==> src/rtl/mul_share_arbiter_pkg.sv <==
// Shared constants and helpers for the shared-multiplier arbiter.
// MUL_W/MUL_PW describe the DSP multiplier; DEF_LAT is the default result latency.
package mul_share_arbiter_pkg;

  localparam int MUL_W   = 12;
  localparam int MUL_PW  = 24;
  localparam int DEF_LAT = 2;

  // Requester-index width: clog2(n), never narrower than one bit.
  function automatic int idx_w(input int n);
    int w;
    w = 1;
    while ((1 << w) < n) w = w + 1;
    return w;
  endfunction

endpackage

==> src/rtl/mul_share_arbiter_rr_picker.sv <==
// Combinational round-robin picker: one-hot grant to the first valid requester at or after ptr.
// Zero latency; grant is all-zero when en is low or nobody is valid.
module mul_rr_picker
  import mul_share_arbiter_pkg::*;
#(
  parameter int NREQ = 4,
  parameter int IDW  = idx_w(NREQ)
) (
  input  logic [NREQ-1:0] req_valid,
  input  logic [IDW-1:0]  ptr,
  input  logic            en,
  output logic [NREQ-1:0] grant,
  output logic [IDW-1:0]  index
);

  logic           found;
  logic [IDW-1:0] cand;

  always_comb begin
    grant = '0;
    index = '0;
    found = 1'b0;
    cand  = '0;
    for (int k = 0; k < NREQ; k++) begin
      cand = IDW'((int'(ptr) + k) % NREQ);
      if (en && !found && req_valid[cand]) begin
        grant[cand] = 1'b1;
        index       = cand;
        found       = 1'b1;
      end
    end
  end

endmodule

==> src/rtl/mul_share_arbiter.sv <==
// One shared W x W multiplier for NREQ requesters, round-robin granted; result LAT edges after handshake.
// Operand side is valid/ready (one grant per cycle); result side has no backpressure.
module mul_share_arbiter
  import mul_share_arbiter_pkg::*;
#(
  parameter int NREQ = 4,
  parameter int W    = MUL_W,
  parameter int LAT  = DEF_LAT,
  parameter int IDW  = idx_w(NREQ)
) (
  input  logic              clk,
  input  logic              reset_n,
  input  logic              en,
  input  logic [NREQ-1:0]   req_valid,
  input  logic [NREQ*W-1:0] req_a,
  input  logic [NREQ*W-1:0] req_b,
  output logic [NREQ-1:0]   req_ready,
  output logic [NREQ-1:0]   res_valid,
  output logic [IDW-1:0]    res_id,
  output logic [2*W-1:0]    res_p,
  output logic              busy,
  output logic [15:0]       op_count
);

  localparam int PW = 2 * W;

  logic [IDW-1:0] ptr;
  logic [IDW-1:0] g_idx;
  logic           hs;
  logic [W-1:0]   g_a, g_b;
  logic [W-1:0]   mul_a, mul_b;
  logic [PW-1:0]  mul_p;
  logic           fin_vld;
  logic [IDW-1:0] fin_id;
  logic [PW-1:0]  fin_p;
  logic           pipe_busy;

  mul_rr_picker #(.NREQ(NREQ), .IDW(IDW)) u_picker (
    .req_valid (req_valid),
    .ptr       (ptr),
    .en        (en),
    .grant     (req_ready),
    .index     (g_idx)
  );

  // req_ready already implies req_valid, so any grant is a handshake.
  assign hs  = |req_ready;
  assign g_a = req_a[g_idx*W +: W];
  assign g_b = req_b[g_idx*W +: W];

  // The single DSP multiplier, full-width so 0xFFF*0xFFF is exact.
  assign mul_p = PW'(mul_a) * PW'(mul_b);

  always_ff @(posedge clk or negedge reset_n) begin
    if (!reset_n) begin
      ptr      <= '0;
      op_count <= '0;
    end else if (hs) begin
      ptr <= (g_idx == IDW'(NREQ - 1)) ? '0 : g_idx + 1'b1;
      if (op_count != 16'hFFFF) op_count <= op_count + 16'd1;
    end
  end

  if (LAT == 1) begin : g_lat1
    // Operands are multiplied straight off the grant mux and registered once.
    assign mul_a = g_a;
    assign mul_b = g_b;

    always_ff @(posedge clk or negedge reset_n) begin
      if (!reset_n) begin
        fin_vld <= 1'b0;
        fin_id  <= '0;
        fin_p   <= '0;
      end else begin
        fin_vld <= hs;
        if (hs) begin
          fin_id <= g_idx;
          fin_p  <= mul_p;
        end
      end
    end

    assign pipe_busy = fin_vld;
  end else begin : g_latn
    logic           s1_vld;
    logic [IDW-1:0] s1_id;
    logic [W-1:0]   s1_a, s1_b;
    logic [LAT-2:0] p_vld;
    logic [IDW-1:0] p_id  [LAT-1];
    logic [PW-1:0]  p_dat [LAT-1];

    assign mul_a = s1_a;
    assign mul_b = s1_b;

    always_ff @(posedge clk or negedge reset_n) begin
      if (!reset_n) begin
        s1_vld <= 1'b0;
        s1_id  <= '0;
        s1_a   <= '0;
        s1_b   <= '0;
        p_vld  <= '0;
        for (int i = 0; i < LAT - 1; i++) begin
          p_id[i]  <= '0;
          p_dat[i] <= '0;
        end
      end else begin
        s1_vld <= hs;
        if (hs) begin
          s1_id <= g_idx;
          s1_a  <= g_a;
          s1_b  <= g_b;
        end
        p_vld[0] <= s1_vld;
        p_id[0]  <= s1_id;
        p_dat[0] <= mul_p;
        for (int i = 1; i < LAT - 1; i++) begin
          p_vld[i] <= p_vld[i-1];
          p_id[i]  <= p_id[i-1];
          p_dat[i] <= p_dat[i-1];
        end
      end
    end

    assign fin_vld   = p_vld[LAT-2];
    assign fin_id    = p_id[LAT-2];
    assign fin_p     = p_dat[LAT-2];
    assign pipe_busy = s1_vld | (|p_vld);
  end

  assign res_valid = fin_vld ? (NREQ'(1) << fin_id) : '0;
  assign res_id    = fin_id;
  assign res_p     = fin_p;
  assign busy      = pipe_busy;

endmodule

==> config.mk <==
export PLATFORM = sky130hd
export DESIGN_NAME = mul_share_arbiter
export DESIGN_NICKNAME = d
export VERILOG_FILES = /design/src/rtl/mul_share_arbiter_pkg.sv /design/src/rtl/mul_share_arbiter_rr_picker.sv /design/src/rtl/mul_share_arbiter.sv
export SDC_FILE = /design/constraint.sdc
export NUM_CORES = 1
export LEC_CHECK = 0
export ABC_AREA = 0
export ABC_CLOCK_PERIOD_IN_PS = 13880
export BUFFER_PORTS_ARGS = -buffer_cell sky130_fd_sc_hd__buf_2
export CAP_MARGIN = 20
export CORE_ASPECT_RATIO = 1.4
export CORE_MARGIN = 2
export CORE_UTILIZATION = 63
export DETAILED_ROUTE_END_ITERATION = 8
export GPL_TIMING_DRIVEN = 0
export HOLD_SLACK_MARGIN = 0.1
export PLACE_DENSITY = 0.89
export SLEW_MARGIN = 20
export SYNTH_ARGS = -nofsm -noshare
export SYNTH_HDL_FRONTEND = slang
export SYNTH_SLANG_ARGS = --single-unit
==> constraint.sdc <==
create_clock -name clk -period 13.88 [get_ports clk]
set_clock_uncertainty 0.15 [all_clocks]
set_input_delay 2.082 -clock clk [delete_from_list [all_inputs] [get_ports clk]]
set_output_delay 2.082 -clock clk [all_outputs]
set_load 0.05 [all_outputs]
==> impl_metrics.csv <==
group,metric,value,unit
status,outcome,"finished, final reports clean",
finish,syn2layout_area_growth,15.30,%
global_routing,gr-total-overflow,0,
clocking,cts_max_level,3,
global_routing,grtUsageTotal,31.42,%
finish,n_fill_cell,965,
finish,final-seq-area,1802,sq um
synth,ys_types,56,
route,via_per_inst,5.758,
timing,min_period,6.293,ns
route,num_vias,7054,
timing,fmax,158.9,MHz
synth,synth.top_cells.by_count,"inv_1, nand2_1, fa_1, dfrtp_1, ha_1",
timing,finalHoldViolations,0,
synth,yosysMostFrequentCell,"inv_1",
global_routing,grt_use_met2,56.20,%
clocking,cts_tree,"done",
route,drc_errors,0,
timing,maxSlewHeadroom,51.12,%
synth,synthTopCellsByArea,"fa_1, dfrtp_1, ha_1",
global_routing,grt_pass1_wl,35.04,mm
route,first_iter_violations,586,
timing,rsz0062_at_grt,"no",
timing,worst_slack,7.587,ns
critical_path,worstPathRequired,11.65,ns
synth,post_synth_instance_area,8472,sq um
clocking,clk_pin_slew,0.07,ns
critical_path,cp-start-kind,"primary input",
timing,slew_viol_final,0,
clocking,cts_sinks,72,
place,io_buffers,152,
die,core,13260,sq um
synth,async_flop_share,100.0,%
die,chipHeight,141.2,microns
place,gp_congestion,0.9894,
clocking,root_buffer,"clkbuf_16",
global_routing,grt_max_degree,42,
clocking,clock_latency,0.35,ns
die,num_rows,50,
critical_path,critical_path_class,"in2out",
synth,yosys_warnings,0,
run,maxCapViolCount,0,
die,initial_core_util,63.88,%
clocking,cts-resized-gates,0,
route,drt_first_pass_iters,6,
global_routing,busiest_layer,"met2",
clocking,postCtsHoldBufs,0,
route,finalWirelength,21.47,mm
worst_hold_path,hp-class,"reg2reg",
die,die_w,102.0,microns
critical_path,path_max_fanout,6,
finish,antenna_cells,0,
synth,yosysTopAreaCell,"fa_1",
synth,synth.top_cell.area_share,23.63,%
timing,tightest_slew,0.7282,ns
synth,syn_nets,1145,
finish,drive_gt1_share,20.71,%
finish,multi_input_area,5869,sq um
clocking,cts_made_buffers,9,
place,place_ws,7.627,ns
place,hpwl,17.14,mm
synth,synth_edf_count,0,
route,wl_per_cell,17.53,microns
synth,syn_area_per_cell,9.693,sq um
clocking,clock_path_buffers,2,
global_routing,grt_pass1_vias,7364,
timing,period_share,45.34,%
finish,finish.utilization,73.65,%
timing,tns,0,ns
synth,syn_inst,874,
die,dieArea,14400,sq um
finish,nets,1309,
synth,ys_ff_latch,72,
timing,setup_viol,0,
critical_path,crit_arrival,4.06,ns
clocking,postCtsSetupBuffers,0,
route,postRouteAntennaNets,0,
synth,ys_seq_area_share,21.27,%
die,num_io_pins,154,
global_routing,grt.met3_usage,5.751,%
global_routing,antenna_found_initial,0,
global_routing,use_met1,35.53,%
critical_path,cp-end-kind,"output pin",
synth,synthFlopType,"dfrtp_1",
registers in the layout, indices dropped and copies added (netlist names):
| register | count |
|---|---|
| g_latn.s1_a | 12 |
| op_count | 16 |
| g_latn.s1_b | 12 |
| res_id | 2 |
| ptr | 2 |
| g_latn.s1_vld | 1 |
| g_latn.s1_id | 2 |
| res_p | 24 |
| fin_vld | 1 |
layout by cell type (no fill, tap or decap), drive strengths merged, types with 4 or more instances in the layout:
cell / instances
nor2: 40
inv: 152
buf: 164
ha: 68
a221oi: 27
nand4: 9
nand3: 7
mux2i: 53
clkbuf: 38
and3: 6
xor2: 6
a21oi: 14
a21o: 11
dfrtp: 72
nand2: 112
fa: 100
o21ai: 19
and2: 59
a31oi: 6
nor2b: 5
a211oi: 4
or4: 4
xnor2: 24
critical path, cell delays in order:
cell and delay (ns):
buf_2 0.15, mux4_2 0.58, nor2b_4 0.22, a221oi_1 0.10, a211o_1 0.27, a21boi_0 0.32
buf_2 0.33
routing by layer:
layer / up-vias / wire [microns] / part of all wire (%)
met5: - / 0 / 0
met4: 0 / 990 / 4.6
met3: 87 / 1431 / 6.7
met2: 376 / 11380 / 53
met1: 3434 / 7672 / 36
li1: 3157 / - / -
worst paths after layout:
path | startpoint | endpoint | slack (ns) | cells past startpoint
min in group asynchronous | reset_n | res_p[9] | 1.51 | 1
max | req_valid[0] | req_ready[3] | 7.59 | 7
max in group asynchronous | reset_n | g_latn.s1_a[8] | 11.49 | 2
min | g_latn.s1_vld | fin_vld | 0.22 | 0
max reg2reg | g_latn.s1_a[5] | res_p[21] | 7.96 | 18
min reg2reg | g_latn.s1_vld | fin_vld | 0.22 | 0
area by class of cell:
type / instances / share of cell area (%)
plain buffers: 40 / 2.511
clock buffers: 9 / 2.306
clock inverters: 7 / 0.6148
inverters: 148 / 5.687
multi-input cells: 614 / 60.09
flip-flops and latches: 72 / 18.45
well taps: 182 / 2.331
repair buffers: 153 / 8.018
logic make-up (layout without fill, tap and decap cells):
kind of cell | count (synthesis) | in the layout | synth area share (%)
adder cells (fa/ha/maj) | 168 | 168 | 33.67
buffers and inverters | 188 | 357 | 9.452
AND/OR/NAND/NOR | 257 | 257 | 14.93
flip-flops | 72 | 72 | 21.27
multiplexers | 58 | 58 | 7.473
XOR/XNOR | 30 | 30 | 3.101
AO/OA/AOI/OAI | 101 | 101 | 10.10
stage by stage:
stage	cells	hold WS [ns]	cell area, sq um
final	1225	0.2249	9768
after CTS	1225	0.2252	9768
after floorplan	874	0.1961	8472
after global routing	1225	0.2328	9768
after detailed placement	1209	0.2134	9483
after global placement	1208	0.2059	9460
Power is not shown: default switching activity piles up to over one toggle a cycle in this logic, so the estimate is an artifact.
